[src/rtl/qr_bounds.sv]
// Bounding box of QR finder-pattern flags: first/last flagged index per axis, one index per clock.
// Optional QR_BOUNDS_RUN_FILTER_EN: only runs of >= MIN_RUN consecutive flags are counted.
module qr_bounds #(
    parameter int unsigned N       = 480,
    parameter int unsigned IW      = 9,
    parameter int unsigned MIN_RUN = 4
) (
    input  logic                clk_in,
    input  logic                rst_in,
    input  logic [N-1:0]        horz_patterns,
    input  logic [N-1:0]        vert_patterns,
    input  logic                start_bound,
    output logic [1:0][IW-1:0]  bound_x,
    output logic [1:0][IW-1:0]  bound_y,
    output logic                valid_bound
);

    typedef enum logic [1:0] {StIdle, StScan, StDone} state_e;

    localparam logic [IW-1:0] LastIdx = IW'(N - 1);

    state_e             state_q;
    logic [IW-1:0]      idx_q;
    // Axis 0 = x (horizontal), axis 1 = y (vertical); vectors shift right so bit 0 is idx_q.
    logic [1:0][N-1:0]  pat_q;
    logic [1:0][IW-1:0] lo_q;
    logic [1:0][IW-1:0] hi_q;
    logic [1:0]         found_q;

    logic [1:0]         take_lo;
    logic [1:0]         take_hi;
    logic [1:0][IW-1:0] lo_val;

`ifdef QR_BOUNDS_RUN_FILTER_EN
    localparam int unsigned RW      = $clog2(MIN_RUN + 1);
    localparam logic [RW-1:0] RunMax  = RW'(MIN_RUN);
    localparam logic [RW-1:0] RunLast = RW'(MIN_RUN - 1);

    logic [1:0][RW-1:0] run_cnt_q;
    logic [1:0][IW-1:0] run_start_q;

    // A run qualifies on the bit that brings it to MIN_RUN; lo then points back to its start.
    always_comb begin
        take_lo = '0;
        take_hi = '0;
        lo_val  = '0;
        for (int a = 0; a < 2; a++) begin
            take_hi[a] = pat_q[a][0] && (run_cnt_q[a] >= RunLast);
            take_lo[a] = pat_q[a][0] && (run_cnt_q[a] == RunLast) && !found_q[a];
            lo_val[a]  = (run_cnt_q[a] == '0) ? idx_q : run_start_q[a];
        end
    end
`else
    always_comb begin
        take_lo = '0;
        take_hi = '0;
        lo_val  = '0;
        for (int a = 0; a < 2; a++) begin
            take_hi[a] = pat_q[a][0];
            take_lo[a] = pat_q[a][0] && !found_q[a];
            lo_val[a]  = idx_q;
        end
    end
`endif

    always_ff @(posedge clk_in or negedge rst_in) begin
        if (!rst_in) begin
            state_q     <= StIdle;
            idx_q       <= '0;
            pat_q       <= '0;
            lo_q        <= '0;
            hi_q        <= '0;
            found_q     <= '0;
            bound_x     <= '0;
            bound_y     <= '0;
            valid_bound <= 1'b0;
`ifdef QR_BOUNDS_RUN_FILTER_EN
            run_cnt_q   <= '0;
            run_start_q <= '0;
`endif
        end else begin
            valid_bound <= 1'b0;
            unique case (state_q)
                StIdle: begin
                    if (start_bound) begin
                        pat_q[0] <= horz_patterns;
                        pat_q[1] <= vert_patterns;
                        idx_q    <= '0;
                        found_q  <= '0;
                        // Cleared so an axis with no flags reports lo=hi=0.
                        lo_q     <= '0;
                        hi_q     <= '0;
`ifdef QR_BOUNDS_RUN_FILTER_EN
                        run_cnt_q   <= '0;
                        run_start_q <= '0;
`endif
                        state_q  <= StScan;
                    end
                end
                StScan: begin
                    for (int a = 0; a < 2; a++) begin
                        if (take_lo[a]) begin
                            lo_q[a]    <= lo_val[a];
                            found_q[a] <= 1'b1;
                        end
                        if (take_hi[a]) begin
                            hi_q[a] <= idx_q;
                        end
                        pat_q[a] <= pat_q[a] >> 1;
`ifdef QR_BOUNDS_RUN_FILTER_EN
                        if (pat_q[a][0]) begin
                            if (run_cnt_q[a] == '0) begin
                                run_start_q[a] <= idx_q;
                            end
                            if (run_cnt_q[a] != RunMax) begin
                                run_cnt_q[a] <= run_cnt_q[a] + 1'b1;
                            end
                        end else begin
                            run_cnt_q[a] <= '0;
                        end
`endif
                    end
                    if (idx_q == LastIdx) begin
                        state_q <= StDone;
                    end else begin
                        idx_q <= idx_q + 1'b1;
                    end
                end
                StDone: begin
                    bound_x     <= {hi_q[0], lo_q[0]};
                    bound_y     <= {hi_q[1], lo_q[1]};
                    valid_bound <= 1'b1;
                    state_q     <= StIdle;
                end
                default: state_q <= StIdle;
            endcase
        end
    end

endmodule

[config.mk]
export PLATFORM = sky130hd
export DESIGN_NAME = qr_bounds
export DESIGN_NICKNAME = d
export VERILOG_FILES = /design/src/rtl/qr_bounds.sv
export SDC_FILE = /design/constraint.sdc
export NUM_CORES = 2
export LEC_CHECK = 0
export BUFFER_PORTS_ARGS = -buffer_cell sky130_fd_sc_hd__buf_2
export CAP_MARGIN = 20
export CELL_PAD_IN_SITES_DETAIL_PLACEMENT = 0
export CELL_PAD_IN_SITES_GLOBAL_PLACEMENT = 2
export CORE_ASPECT_RATIO = 0.7
export CORE_MARGIN = 2
export CORE_UTILIZATION = 32
export CTS_CLUSTER_DIAMETER = 150
export DETAILED_ROUTE_END_ITERATION = 16
export PLACE_DENSITY = 0.76
export SLEW_MARGIN = 10
export SYNTH_ARGS = -nofsm -noshare
export SYNTH_HDL_FRONTEND = slang
export SYNTH_SLANG_ARGS = --single-unit
export TNS_END_PERCENT = 50
[constraint.sdc]
create_clock -name clk_in -period 1.75 [get_ports clk_in]
set_input_delay 0.35 -clock clk_in [delete_from_list [all_inputs] [get_ports clk_in]]
set_output_delay 0.35 -clock clk_in [all_outputs]
set_load 0.02 [all_outputs]
Word-level counts from Yosys, hierarchy flattened
Index checks and enable logic that the tools add are counted.
{ "classes": {"add_sub_neg": 1, "eq_ne": 10, "n_mux": 20, "reduce_logical": 13} }
{ "ops": {"columns": ["cell", "n"], "rows": [
  ["$pmux 960 s2", 1],
  ["$mux 960", 1],
  ["$pmux 18 s2", 2],
  ["$mux 9", 6],
  ["$mux 18", 1],
  ["$pmux 9 s2", 1],
  ["$reduce_and 3->1", 5],
  ["$ne 2x2->1 const B", 7],
  ["$add 9x1->9 const B", 1],
  ["$eq 9x9->1 const B", 1],
  ["$pmux 2 s2", 2],
  ["$mux 2", 3],
  ["$reduce_and 2->1", 2],
  ["$mux 1", 3],
  ["$eq 2x1->1 const B", 1],
  ["$eq 2x2->1 const B", 1],
  ["$logic_and 1x1->1", 2],
  ["$logic_not 1->1", 2],
  ["$logic_not 2->1", 1],
  ["$reduce_bool 2->1", 1]
]} }
{ "totals": {"reg_bits": 1046, "input_bits": 963, "out_inout_bits": 37, "elab_cells": 59} }

Depth between registers and ports, before layout
{ "logic_depth": {"word_depth": 4, "mapped_depth": 8, "mapped_depth_nobuf": 5} }

Worst setup path after synthesis
No wires, ideal clock.
{ "synth_timing": {"path_kind": "flip-flop to flip-flop", "startpoint": "register idx_q[0]", "endpoint": "register idx_q[5]", "setup_ns": 0.122, "t_arrival_ns": 1.445, "t_required_ns": 1.628, "setup_slack_ns": 0.183, "path_stages_with_launch": 6, "path_buffers": 0, "period_less_slack_ns": 1.567, "path_cell_list": "dfrtp_1 > ha_1 > nand3_2 > o41ai_4 > nor3_1 > a2bb2oi_1"} }
{ "synth_between": {"elab_chain_cells": 3, "elab_cells_between_ends": 6, "cone_classes": "add/sub: 1; eq/ne: 2; mux: 2; reduce/logical: 1"} }
{ "synth_rtl": {"columns": ["item", "line_no", "text"], "rows": [
  ["start, declared", "23", "logic [IW-1:0] idx_q;"],
  ["start signal, assigned", "126", "idx_q <= idx_q + 1'b1;"],
  ["$add 9x1->9 or $eq 9x9->1 (tied branches)", "126, 123", null],
  ["$mux 9 or $ne 2x2->1 (tied branches)", null, null],
  ["$pmux 9 s2 or $reduce_and 3->1 (tied branches)", null, null]
]} }
Several ways; a longest one is shown, not always the timed one. The select of a mux whose other input is x is not followed.
A chain may end at the register's enable or synchronous reset.

Final worst setup path
{ "layout_timing": {"startpoint": "register state_q[0]", "endpoint": "register pat_q[264] (netlist name)"} }
{ "layout_between": {"elab_chain_cells": 3, "elab_cells_between_ends": 6, "cone_classes": "eq/ne: 2; mux: 1; reduce/logical: 3"} }
{ "layout_rtl": {"columns": ["item", "line_no", "text"], "rows": [
  ["start, declared", "22", "state_e state_q;"],
  ["start signal, assigned", "68", "state_q <= StIdle;"],
  ["start signal, assigned", "97", "state_q <= StScan;"],
  ["start signal, assigned", "124", "state_q <= StDone;"],
  ["$eq 2x1->1 or $logic_not 2->1 (tied branches)", "83", "unique case (state_q)"],
  ["$reduce_bool 2->1 (no line) or $ne 2x2->1 (tied branches)", null, null],
  ["$reduce_and 2->1 (no line)", null, null],
  ["end signal, assigned by index", "109", "pat_q[a] <= pat_q[a] >> 1;"],
  ["end, declared", "25", "logic [1:0][N-1:0] pat_q;"]
]} }
Several ways; a longest one is shown, not always the timed one.

==> flow_summary.json <==
{
  "r2r.worst_path.cells": 8,
  "hold_path_class": "in2reg",
  "synth_edf_count": 0,
  "power_mw": 56.0,
  "synthTopCellsByArea": "dfrtp_1 (57%), nand2_1 (16%), a31oi_1 (13%)",
  "ant_nets": 0,
  "min_period_ns": 1.70,
  "clk_pin_slew_ns": 0.06,
  "h-tree-depth": 3,
  "power_density_nw_per_um2": 805,
  "drt_pass1_iterations": 7,
  "tns_ns": 0,
  "finalNetCount": 8409,
  "area_growth_pct": 50.7,
  "synth-warning-count": 0,
  "core_um2": 143000,
  "synth_cell_types": 37,
  "critPathKind": "reg2reg",
  "synth_top_cell_by_area": "dfrtp_1",
  "cts_buffers": 109,
  "min_to": "found_q[0]",
  "die_w_um": 458,
  "die_h_um": 322,
  "dp_hpwl_mm": 119,
  "yosys.area.top_type_share": 0.568,
  "drc_errors": 0,
  "maxCapViolCount": 0,
  "regToRegSetupSlack_ns": 0.05,
  "fillers": 13862,
  "drive_gt1_frac": 0.206,
  "max_freq_ghz": 0.589,
  "synth.most_common_cell": "nand2_1",
  "syn_area_per_cell_um2": 8.38,
  "drt_iter0_markers": 3140,
  "startpoint_type": "flop",
  "synth_flop_cell": "dfrtp_1",
  "cp.arrival_ns": 2.34,
  "synth_seq_cells": 1046,
  "yosysSeqAreaShare": 0.568,
  "fp-row-count": 116,
  "syn_inst": 5499,
  "gp_congestion": 0.818,
  "wirelength_mm": 174,
  "first_global_vias": 45847,
  "antenna_found_initial": 21,
  "critPathMaxFanout": 29,
  "grt_max_degree": 85,
  "p_leak_nw": 33.3,
  "worstReg2RegStart": "state_q[0]",
  "io_buffers": 999,
  "setup_viol": 0,
  "skew_ns": 0.0194,
  "syn_area_um2": 46100,
  "cts_tree": "built",
  "synth_commonest_cells": "nand2_1 (1965), dfrtp_1 (1046), nor2_1 (962)",
  "grt_use_total": 0.226,
  "hold_slack_ns": 0.147,
  "vdd_drop_max_v": 0.000744,
  "ys_async_sr_fraction": 1.00,
  "grt_pass1_wl_mm": 263,
  "rsz0062_at_grt": "yes",
  "holdCritStartpoint": "start_bound",
  "worstHoldPathCells": 4,
  "status": "completed",
  "critPathCaptureType": "flop",
  "rr_endpoint": "pat_q[264]",
  "clockBufferDepth": 3,
  "clock_latency_ns": 0.74,
  "syn_nets": 6463,
  "cp_data_required_time_ns": 2.39,
  "clock-root-buffer": "clkbuf_16",
  "wl_per_cell_um": 18.4,
  "clock_sinks": 1046,
  "dr_total_vias": 46186,
  "slew-limit-headroom": 0.659,
  "viasPerCell": 4.89,
  "dieArea_um2": 147000,
  "gr-total-overflow": 0,
  "hold_violations": 0,
  "maxSlewViolCount": 0,
  "tightestPinTransition_ns": 0.512,
  "timing.final.crit_share": 0.970,
  "ios": 1000,
  "start_util": 0.323
}
-- kinds of logic (layout without fill, tap and decap cells) --
kind of cell    after synthesis  count (layout)  synth area share
compound gates             1000            1000             0.136
xor+xnor                      2               2          0.000380
fa+ha+maj                     1               1          0.000271
buf+inv                     445            2485            0.0417
flops                      1046            1046             0.568
mux                          53              53            0.0125
other cells                   0              19                 0
simple gates               2952            2952             0.242
-- worst max path at each step --
| stage | slack [ns] | depth (start not counted) | start | end |
|---|---|---|---|---|
| 2_1_floorplan | 0.18 | 5 | idx_q[0] | idx_q[5] |
| 3_3_place_gp | -0.04 | 5 | state_q[0] | state_q[1] |
| 3_5_place_dp | -0.03 | 6 | state_q[0] | pat_q[34] |
| 4_1_cts | 0.006 | 1 | bound_y[8] | bound_y[8] |
| 5_1_grt | -0.05 | 8 | state_q[0] | pat_q[806] |
| 6_report | 0.05 | 8 | state_q[0] | pat_q[264] |
-- critical path, stage by stage (launching register included) --
cell,delay [ns]
dfrtp_2,0.43
nor2_2,0.08
nor2_4,0.16
buf_12,0.15
buf_12,0.18
buf_12,0.18
buf_12,0.18
nor2_1,0.05
a31oi_1,0.16
-- metal layers --
metal | up-vias | global-route usage | share of wire
met5 | - | 0 | 0.00025
met4 | 6 | 0.0966 | 0.045
met3 | 362 | 0.0343 | 0.041
met2 | 1241 | 0.376 | 0.48
met1 | 22323 | 0.292 | 0.43
li1 | 22254 | - | -
-- cell type report --
| cell class | instances | area [µm²] | area share |
|---|---|---|---|
| antenna | 19 | 47.5 | 0.000684 |
| timing repair buffer | 2274 | 19000 | 0.273 |
| sequential | 1046 | 26200 | 0.377 |
| clock buffer | 153 | 3230 | 0.0465 |
| clock inverter | 52 | 628 | 0.00904 |
| multi-input combinational | 4008 | 18100 | 0.260 |
| tap | 1888 | 2360 | 0.0340 |
| inverter | 6 | 22.5 | 0.000324 |
-- cell usage in the layout, fill, tap and decap left out, drive strengths merged, types with 2 or more instances in the layout --
| master | Yosys | routed |
|---|---|---|
| mux2i | 16 | 16 |
| bufbuf | 0 | 2 |
| nand2b | 3 | 3 |
| clkinv | 0 | 31 |
| o21ai | 25 | 25 |
| xor2 | 2 | 2 |
| clkinvlp | 0 | 5 |
| nand2 | 1966 | 1966 |
| a22o | 2 | 2 |
| dfrtp | 1046 | 1046 |
| nor2 | 965 | 965 |
| a21o | 2 | 2 |
| inv | 6 | 9 |
| dlygate4sd3 | 0 | 962 |
| buf | 242 | 1296 |
| clkbuf | 197 | 167 |
| a21oi | 6 | 6 |
| a31oi | 959 | 959 |
| nand3 | 10 | 10 |
| bufinv | 0 | 13 |
| or2 | 2 | 2 |
| o21a | 2 | 2 |
| diode | 0 | 19 |
| mux2 | 37 | 37 |
-- per-stage QoR --
stage	instances	setup slack [ns]	instance area, µm²	utilization
2_1_floorplan	5499	0.183	46100	-
3_3_place_gp	8221	-0.0367	55200	0.386
3_5_place_dp	8221	-0.0284	55200	0.386
4_1_cts	9395	0.00570	68800	0.481
5_1_grt	9444	-0.0490	69500	0.486
6_report	9446	0.0530	69500	0.486
-- sequential cells by signal, summed over array words and instances (netlist names) --
name         cells
bound_y         18
lo_q            18
idx_q            9
valid_bound      1
found_q          2
state_q          2
pat_q          960
hi_q            18
bound_x         18
-- power breakdown --
part | switching (mW) | internal, mW
clock | 10.4 | 14.8
combinational | 2.07 | 2.87
sequential | 0.583 | 25.2
-- timing repair --
action,4_1_cts,5_1_grt
gates cloned,2,14
gates resized for setup,1,22
endpoints found under the setup margin,35,201
hold endpoints to repair,1780,0
pin swaps,1,3
buffers inserted,5,18
hold buffers,962,0
Note: power is estimated with default switching activity, not from simulation.
